<file path="src/rtl/ibex_fpu_wb.sv">
// rtl/ibex_fpu_wb.sv - FPU writeback stage: short/long op latency, regfile write pulse, fflags accrual
// Define IBEX_FPU_FFLAGS_EN to build the fflags register, flag mapping and CSR write path.
module ibex_fpu_wb #(
  parameter int unsigned DIV_SQRT_LAT = 4
) (
  input  logic        clk_i,
  input  logic        rst_i,
  input  logic        issue_valid_i,
  output logic        issue_ready_o,
  input  logic        issue_long_i,
  input  logic        issue_to_int_i,
  input  logic [4:0]  issue_rd_i,
  input  logic [31:0] fpu_wdata_i,
  input  logic [7:0]  fpu_status_i,
  input  logic        flush_i,
  output logic        fp_we_o,
  output logic [4:0]  fp_waddr_o,
  output logic [31:0] fp_wdata_o,
  output logic        int_we_o,
  output logic [4:0]  int_waddr_o,
  output logic [31:0] int_wdata_o,
  input  logic        csr_we_i,
  input  logic [4:0]  csr_wdata_i,
  output logic [4:0]  fflags_o,
  output logic        busy_o
);

  typedef enum logic [1:0] {S_IDLE, S_WAIT, S_WB} state_e;

  localparam logic [3:0] CNT_LOAD = 4'(DIV_SQRT_LAT - 1);

  state_e      state;
  state_e      state_next;
  logic [3:0]  cnt;
  logic [4:0]  rd_q;
  logic        to_int_q;
  logic        wb_to_int;
  logic        accept;
  logic        capture_short;
  logic        capture_long;
  logic        capture;
  logic [4:0]  cap_rd;
  logic        cap_to_int;

  assign accept        = issue_valid_i & issue_ready_o & ~flush_i;
  assign capture_short = accept & ~issue_long_i;
  assign capture_long  = (state == S_WAIT) & (cnt == 4'd0) & ~flush_i;
  assign capture       = capture_short | capture_long;
  // A long op's destination was latched at issue; the issue bus may carry anything now.
  assign cap_rd        = capture_long ? rd_q : issue_rd_i;
  assign cap_to_int    = capture_long ? to_int_q : issue_to_int_i;

  always_ff @(posedge clk_i) begin
    if (rst_i) begin
      state <= S_IDLE;
    end else begin
      state <= state_next;
    end
  end

  always_comb begin
    state_next = state;
    case (state)
      S_IDLE: begin
        if (accept) state_next = issue_long_i ? S_WAIT : S_WB;
      end
      S_WAIT: begin
        if (flush_i)              state_next = S_IDLE;
        else if (cnt == 4'd0)     state_next = S_WB;
      end
      S_WB: begin
        if (accept)               state_next = issue_long_i ? S_WAIT : S_WB;
        else                      state_next = S_IDLE;
      end
      default: state_next = S_IDLE;
    endcase
  end

  always_comb begin
    issue_ready_o = 1'b0;
    busy_o        = 1'b1;
    fp_we_o       = 1'b0;
    int_we_o      = 1'b0;
    case (state)
      S_IDLE: begin
        issue_ready_o = 1'b1;
        busy_o        = 1'b0;
      end
      S_WB: begin
        issue_ready_o = 1'b1;
        fp_we_o       = ~wb_to_int & ~flush_i;
        int_we_o      = wb_to_int & ~flush_i;
      end
      default: begin
        issue_ready_o = 1'b0;
      end
    endcase
  end

  always_ff @(posedge clk_i) begin
    if (rst_i) begin
      cnt         <= 4'd0;
      rd_q        <= 5'd0;
      to_int_q    <= 1'b0;
      wb_to_int   <= 1'b0;
      fp_waddr_o  <= 5'd0;
      fp_wdata_o  <= 32'd0;
      int_waddr_o <= 5'd0;
      int_wdata_o <= 32'd0;
    end else begin
      if (accept & issue_long_i) begin
        cnt      <= CNT_LOAD;
        rd_q     <= issue_rd_i;
        to_int_q <= issue_to_int_i;
      end else if (state == S_WAIT) begin
        if (flush_i)          cnt <= 4'd0;
        else if (cnt != 4'd0) cnt <= cnt - 4'd1;
      end
      // Each port keeps its own copy so an idle port never shows the other file's traffic.
      if (capture) begin
        wb_to_int <= cap_to_int;
        if (cap_to_int) begin
          int_waddr_o <= cap_rd;
          int_wdata_o <= fpu_wdata_i;
        end else begin
          fp_waddr_o  <= cap_rd;
          fp_wdata_o  <= fpu_wdata_i;
        end
      end
    end
  end

`ifdef IBEX_FPU_FFLAGS_EN
  logic [4:0] flags_q;
  logic [4:0] fflags;
  logic [4:0] fflags_next;
  logic [4:0] cap_flags;
  logic       unused_status;

  assign cap_flags = {fpu_status_i[2], fpu_status_i[7], fpu_status_i[4],
                      fpu_status_i[3] & fpu_status_i[5], fpu_status_i[5] | fpu_status_i[4]};
  assign unused_status = ^{fpu_status_i[1:0], fpu_status_i[6]};

  always_comb begin
    fflags_next = csr_we_i ? csr_wdata_i : fflags;
    if ((state == S_WB) && !flush_i) fflags_next = fflags_next | flags_q;
  end

  always_ff @(posedge clk_i) begin
    if (rst_i) begin
      flags_q <= 5'd0;
      fflags  <= 5'd0;
    end else begin
      if (capture) flags_q <= cap_flags;
      fflags <= fflags_next;
    end
  end

  assign fflags_o = fflags;
`else
  logic unused_flags;
  assign unused_flags = ^{csr_we_i, csr_wdata_i, fpu_status_i};
  assign fflags_o     = 5'd0;
`endif

endmodule

</file>
<file path="config.mk">
export PLATFORM = sky130hd
export DESIGN_NAME = ibex_fpu_wb
export DESIGN_NICKNAME = d
export VERILOG_FILES = /design/src/rtl/ibex_fpu_wb.sv
export SDC_FILE = /design/constraint.sdc
export NUM_CORES = 1
export LEC_CHECK = 0
export ABC_AREA = 1
export CAP_MARGIN = 20
export CELL_PAD_IN_SITES_DETAIL_PLACEMENT = 0
export CELL_PAD_IN_SITES_GLOBAL_PLACEMENT = 1
export CORE_MARGIN = 10
export CORE_UTILIZATION = 43
export DETAILED_ROUTE_END_ITERATION = 10
export DONT_BUFFER_PORTS = 1
export PLACE_DENSITY_LB_ADDON = 0.05
export SLEW_MARGIN = 20
export SYNTH_ARGS = -nofsm -noshare
export SYNTH_HDL_FRONTEND = slang
export SYNTH_SLANG_ARGS = --single-unit
</file>
<file path="constraint.sdc">
create_clock -name clk_i -period 2.3 [get_ports clk_i]
set_input_delay 0.46 -clock clk_i [delete_from_list [all_inputs] [get_ports clk_i]]
set_output_delay 0.46 -clock clk_i [all_outputs]
set_load 0.01 [all_outputs]
</file>
==> results.py, run 1 <==
metrics = {
    "final_layout": {
        "final_cells": 647,
        "syn_to_final_growth_pct": 6.59,
        "fin_nets": 594,
        "antenna_cells": 0,
        "drive_above_1_share_pct": 6.31,
    },
    "grt": {
        "grt_overflow_total": 0,
        "grt_pass1_wl_um": 15400,
        "grt_pass1_vias": 2954,
        "antenna_found_initial": 0,
        "grt_usage_pct": 14.6,
        "grt_max_degree": 83,
    },
    "die": {
        "fp.dieH_um": 114,
        "core_um2": 8680,
        "die_w_um": 114,
        "rows": 34,
        "ios": 140,
        "dieArea_um2": 13000,
        "start_util_pct": 44.0,
    },
    "outcome": {
        "status": "finished clean",
    },
    "worst_setup_path": {
        "r2r-end": "int_wdata_o[27]",
        "end_kind": "flip-flop",
        "start_kind": "flip-flop",
        "critPathArrivalTime_ps": 2300,
        "critPathRequiredTime_ps": 2590,
        "reg2reg_from": "cnt[0]",
        "r2r_cells": 10,
        "path_max_fanout": 36,
        "worstSetupPathType": "flip-flop to flip-flop",
        "r2r_slack_ps": 290,
    },
    "sta": {
        "post-route-period-util_pct": 87.4,
        "timing.fmax_mhz": 497,
        "tightest_slew_ps": 520,
        "slew_viol_final": 0,
        "rsz0062_at_grt": "false",
        "max_slew_margin_pct": 65.3,
        "fin_worst_skew_ps": 11.0,
        "finalCriticalPeriod_ps": 2010,
        "setup-tns-final_ps": 0,
        "hold_violations": 0,
        "setup_viol": 0,
        "holdWs_ps": 168,
    },
    "routing": {
        "wl_um": 9860,
        "drt_iter0_drc": 126,
        "dr_total_vias": 3174,
        "wire_per_inst_um": 15.2,
        "firstDrtPassIters": 4,
        "viasPerCell": 4.91,
        "drc": 0,
        "antenna_left": 0,
    },
    "clocking": {
        "cts_max_level": 3,
        "path_clk_slew_ps": 80,
        "cts_root_buf": "clkbuf_8",
        "cts_made_buffers": 9,
        "cts_setup_buffers": 0,
        "cts.sinks": 87,
        "cts_tree": "yes",
        "clock_path_buffers": 2,
        "cts_resized": 0,
        "insertion_delay_ps": 350,
        "holdBufCountCts": 0,
    },
    "placed_design": {
        "dpl.cell_count": 632,
        "dp_hpwl_um": 6800,
        "io_buffers": 0,
        "place.gp.congestion": 0.766,
    },
    "synth": {
        "synthXorXnorAreaFrac_pct": 0.459,
        "syn_inst": 548,
        "yosysWarningCount": 0,
        "synth_compound_area_share_pct": 2.95,
        "synthTopCellsByArea": "dfxtp_1 46%, nor2_1 15%, nand3_1 11%",
        "avgSynthCellArea_um2": 6.97,
        "ys_seq_elements": 87,
        "synth_adder_area_share_pct": 0.655,
        "yosysSeqAreaShare_pct": 45.6,
        "synth_cell_types": 25,
        "synth_top_family_by_area": "simple AND/OR/NAND/NOR gates",
        "synth_top_area_share_pct": 45.6,
        "synth_mux_area_share_pct": 0,
        "synth_simple_gate_area_share_pct": 39.1,
        "yosysTopAreaCell": "dfxtp_1",
        "synthesis.area_um2": 3820,
    },
    "power": {
        "peakVddDrop_mv": 0.379,
        "p_leak_nw": 1.84,
        "p_per_area_nw_per_um2": 794,
    },
    "worst_hold_path": {
        "hp-class": "input pin to flip-flop",
        "min_to": "state[0]",
        "hold_path_startpoint": "rst_i",
        "min_path_cells": 1,
    },
    "job": {
        "maxCapViolCount": 0,
    },
}
[metrics by stage]
stage               area [um^2]  worst slack (ps)  total power [mW]  util (%)
floorplan                  3830               714              1.94         -
global placement           3840               300              2.00      44.2
detailed placement         3840               251              2.00      44.2
CTS                        4070               225              3.28      46.9
global route               4070              1.61              3.39      46.9
finish                     4070               290              3.23      46.9
[state kept, by name, indices dropped and copies added (netlist names)]
register / count
state: 2
int_wdata_o: 32
fp_waddr_o: 5
int_waddr_o: 5
fp_wdata_o: 32
cnt: 4
to_int_q: 1
wb_to_int: 1
rd_q: 5
[where the power goes]
| part | total [mW] | internal [mW] | switching [mW] |
|---|---|---|---|
| clock | 1.27 | 0.721 | 0.552 |
| sequential | 1.65 | 1.57 | 0.0751 |
| combinational | 0.312 | 0.104 | 0.207 |
| total | 3.23 | 2.40 | 0.834 |
[worst max-delay path by stage]
stage,from,end,cells after the start
finish,cnt[0],int_wdata_o[27],10
global route,cnt[0],int_wdata_o[19],10
CTS,cnt[0],int_waddr_o[4],10
detailed placement,cnt[0],int_wdata_o[14],10
global placement,cnt[0],int_wdata_o[13],10
floorplan,cnt[0],fp_waddr_o[0],11
[per-layer routing]
layer,wire [um],up-vias,GRT usage [%]
li1,-,1645,-
met1,4140,1441,16.7
met2,4690,77,23.6
met3,901,11,6.13
met4,133,0,5.85
met5,0,-,0
[area by class of cell]
type | count | area [um^2]
clock buffers | 10 | 128
clock inverters | 5 | 106
fillers | 942 | 4610
inverters | 55 | 209
multi-input cells | 376 | 1670
flip-flops and latches | 87 | 1740
well taps | 108 | 135
repair buffers | 6 | 82.6
[placed cells by master (no fill, tap or decap), types with 3 or more instances in the layout]
cell type	synthesis	routed
buf_4	6	3
nand2_4	5	5
conb_1	1	5
bufinv_16	0	3
buf_12	0	3
dfxtp_1	87	87
a21oi_1	11	11
nor2_1	154	154
nand3_1	83	83
clkbuf_8	0	9
inv_1	52	52
nand2_1	95	95
o21ai_0	10	10
[Yosys cell counts]
library cell and n:
ha_1 2, nand2_4 5, nand3_1 83, xor2_1 2, buf_1 7, nor2_1 154, buf_2 13, nor3b_1 1
inv_2 2, buf_6 5, a21oi_1 11, o21ai_0 10, buf_8 1, clkbuf_1 2, buf_4 6, inv_4 1
nand2_1 95, dfxtp_1 87, inv_1 52, nor2_4 2, nand2_2 2, nor3_1 1, conb_1 1, nor2_8 2
o21bai_1 1
[logic make-up (layout without fill, tap and decap cells)]
logic type               after synthesis  in the layout
AND/OR/NAND/NOR                      345            345
adder cells (fa/ha/maj)                2              2
other                                  1              5
flip-flops                            87             87
buffers and inverters                 89             76
XOR/XNOR                               2              2
AO/OA/AOI/OAI                         22             22
[critical path, cell delays in order, from the launching register on]
cell	delay (ps)
dfxtp_1	320
inv_1	90
ha_1	170
nand2_1	90
nor2_4	190
nand2_4	140
nand2_2	120
nand2_4	150
nor2_8	460
nor2_1	90
nor2_1	120
(Power assumes the default switching activity.)
==> inputs of run 2 (changes only) <==
CORE_UTILIZATION = 39   (was 43)
clock period = 1.7 ns   (was 2.3 ns; I/O delays follow)
==> results.py, run 2 (same netlist as run 1, synthesis figures left out) <==
metrics = {
    "outcome": {
        "status": "finished clean",
    },
    "job": {
        "maxCapViolCount": 0,
    },
    "clocking": {
        "clock_path_buffers": 2,
        "insertion_delay_ps": 350,
        "cts.sinks": 87,
        "cts_root_buf": "clkbuf_8",
        "cts_made_buffers": 9,
        "path_clk_slew_ps": 90,
        "cts_tree": "yes",
        "cts_max_level": 3,
    },
    "worst_setup_path": {
        "crit_slowest_cell": "dfxtp_2",
        "crit_chain": "inv_2 -> ha_4 -> nand2_4 -> nor2_4 -> nand2_4 -> nand2_4 -> nand2_8 -> nor2_8 -> clkbuf_16 -> nor2_1 -> nor2_1",
        "end_kind": "flip-flop",
        "worstSetupPathType": "flip-flop to flip-flop",
        "crit_top_cell": "nand2_4",
        "path_max_fanout": 8,
        "critPathArrivalTime_ps": 1980,
        "critPathRequiredTime_ps": 1990,
        "slowest_delay_ps": 330,
        "start_kind": "flip-flop",
        "r2r_cells": 11,
    },
    "final_layout": {
        "final_common_cell": "nor2_1",
        "drive_above_1_share_pct": 15.8,
        "fin_util_pct": 47.6,
        "final_cells": 697,
        "n_fill_cell": 1037,
        "fin_nets": 620,
        "antenna_cells": 0,
        "mostFrequentLayoutCells": "132 x nor2_1, 94 x nand2_1, 85 x dfxtp_1",
        "multi_input_area_um2": 1860,
        "largest_registers": "fp_wdata_o (32), int_wdata_o (32)",
        "seq_area_um2": 1740,
        "syn_to_final_growth_pct": 20.2,
    },
    "die": {
        "die_w_um": 119,
        "rows": 36,
        "fp.dieH_um": 119,
        "ios": 140,
        "core_um2": 9640,
        "dieArea_um2": 14100,
        "start_util_pct": 39.6,
    },
    "grt": {
        "grt_overflow_total": 0,
        "grt_pass1_vias": 3092,
        "grt_pass1_wl_um": 16300,
        "grt_usage_pct": 14.3,
        "antenna_found_initial": 0,
        "grt_max_degree": 57,
    },
    "power": {
        "p_per_area_nw_per_um2": 920,
        "p_leak_nw": 2.07,
        "peakVddDrop_mv": 0.472,
    },
    "sta": {
        "hold_violations": 0,
        "holdWs_ps": 35.2,
        "finalCriticalPeriod_ps": 1690,
        "post-route-period-util_pct": 99.1,
        "setup_viol": 0,
        "timing.fmax_mhz": 593,
        "fin_worst_skew_ps": 8.17,
        "setup_ws_ps": 14.6,
        "rsz0062_at_grt": "true",
        "slew_viol_final": 0,
        "setup-tns-final_ps": 0,
    },
    "routing": {
        "dr_total_vias": 3291,
        "firstDrtPassIters": 4,
        "wire_per_inst_um": 16.3,
        "drt_iter0_drc": 194,
        "drc": 0,
        "viasPerCell": 4.72,
        "antenna_left": 0,
        "wl_um": 11400,
    },
    "worst_hold_path": {
        "hp-class": "input pin to flip-flop",
        "min_path_cells": 1,
    },
    "placed_design": {
        "place.gp.congestion": 0.790,
        "dp_hpwl_um": 7380,
        "dp_slack_ps": -6.36,
        "io_buffers": 0,
        "dpl.cell_count": 671,
    },
}
[run 2: cell types whose count changed in the layout (fill, tap and decap cells not counted), sizes merged]
cell,previous run,this run
buf,6,27
clkbuf,10,18
bufinv,3,1
clkinvlp,1,0
inv,56,55
[run 2: final cells by class]
class	count	area share, %
repair buffers	32	9.30
clock inverters	1	0.654
inverters	55	4.61
flip-flops and latches	87	38.0
multi-input cells	376	40.6
well taps	133	3.63
clock buffers	13	3.24
[run 2: final timing paths]
check                              from        endpoint  slack, ps
worst max-delay path             cnt[1]  int_wdata_o[2]         10
worst min-delay path              rst_i          cnt[0]         40
worst max register to register   cnt[1]  int_wdata_o[2]         10
worst min register to register  rd_q[3]         rd_q[3]        450
[run 2: metrics by stage]
stage / power, mW / cell area [um^2]
final: 4.22 / 4590
after global routing: 4.44 / 4590
after CTS: 4.19 / 4210
after detailed placement: 2.75 / 4020
after global placement: 2.75 / 4020
after floorplan: 2.62 / 3830
[run 2: per-layer routing]
metal / vias up / routed length (um) / global-route usage (%) / share of wire (%)
met4: 0 / 129 / 5.04 / 1.1
li1: 1710 / - / - / -
met5: - / 0 / 0 / 0
met2: 78 / 5440 / 23.3 / 48
met3: 12 / 999 / 6.66 / 8.8
met1: 1491 / 4790 / 16.1 / 42
[run 2: worst max-delay path: cells and delay by family (launching register included)]
family / cells / cell delay, ps
adder cells (fa/ha/maj): 1 / 150
flip-flops: 1 / 330
AND/OR/NAND/NOR: 8 / 850
buffers and inverters: 2 / 290
[run 2: report_power, final]
group | internal (mW) | switching, mW
Sequential | 2.13 | 0.111
Combinational | 0.227 | 0.326
Clock | 0.708 | 0.722
[run 2: repair_timing]
item,in CTS,in global routing
gates resized for setup,1,52
buffers inserted,0,6
setup endpoints to repair,2,76
hold buffers,0,0
gates cloned,0,6
pin swaps,0,43
==> inputs of run 3 (changes only) <==
TNS_END_PERCENT = 100   (was unset)
==> results of run 3 <==
Same layout as run 2: the final DEF is identical, and so are final timing and power.
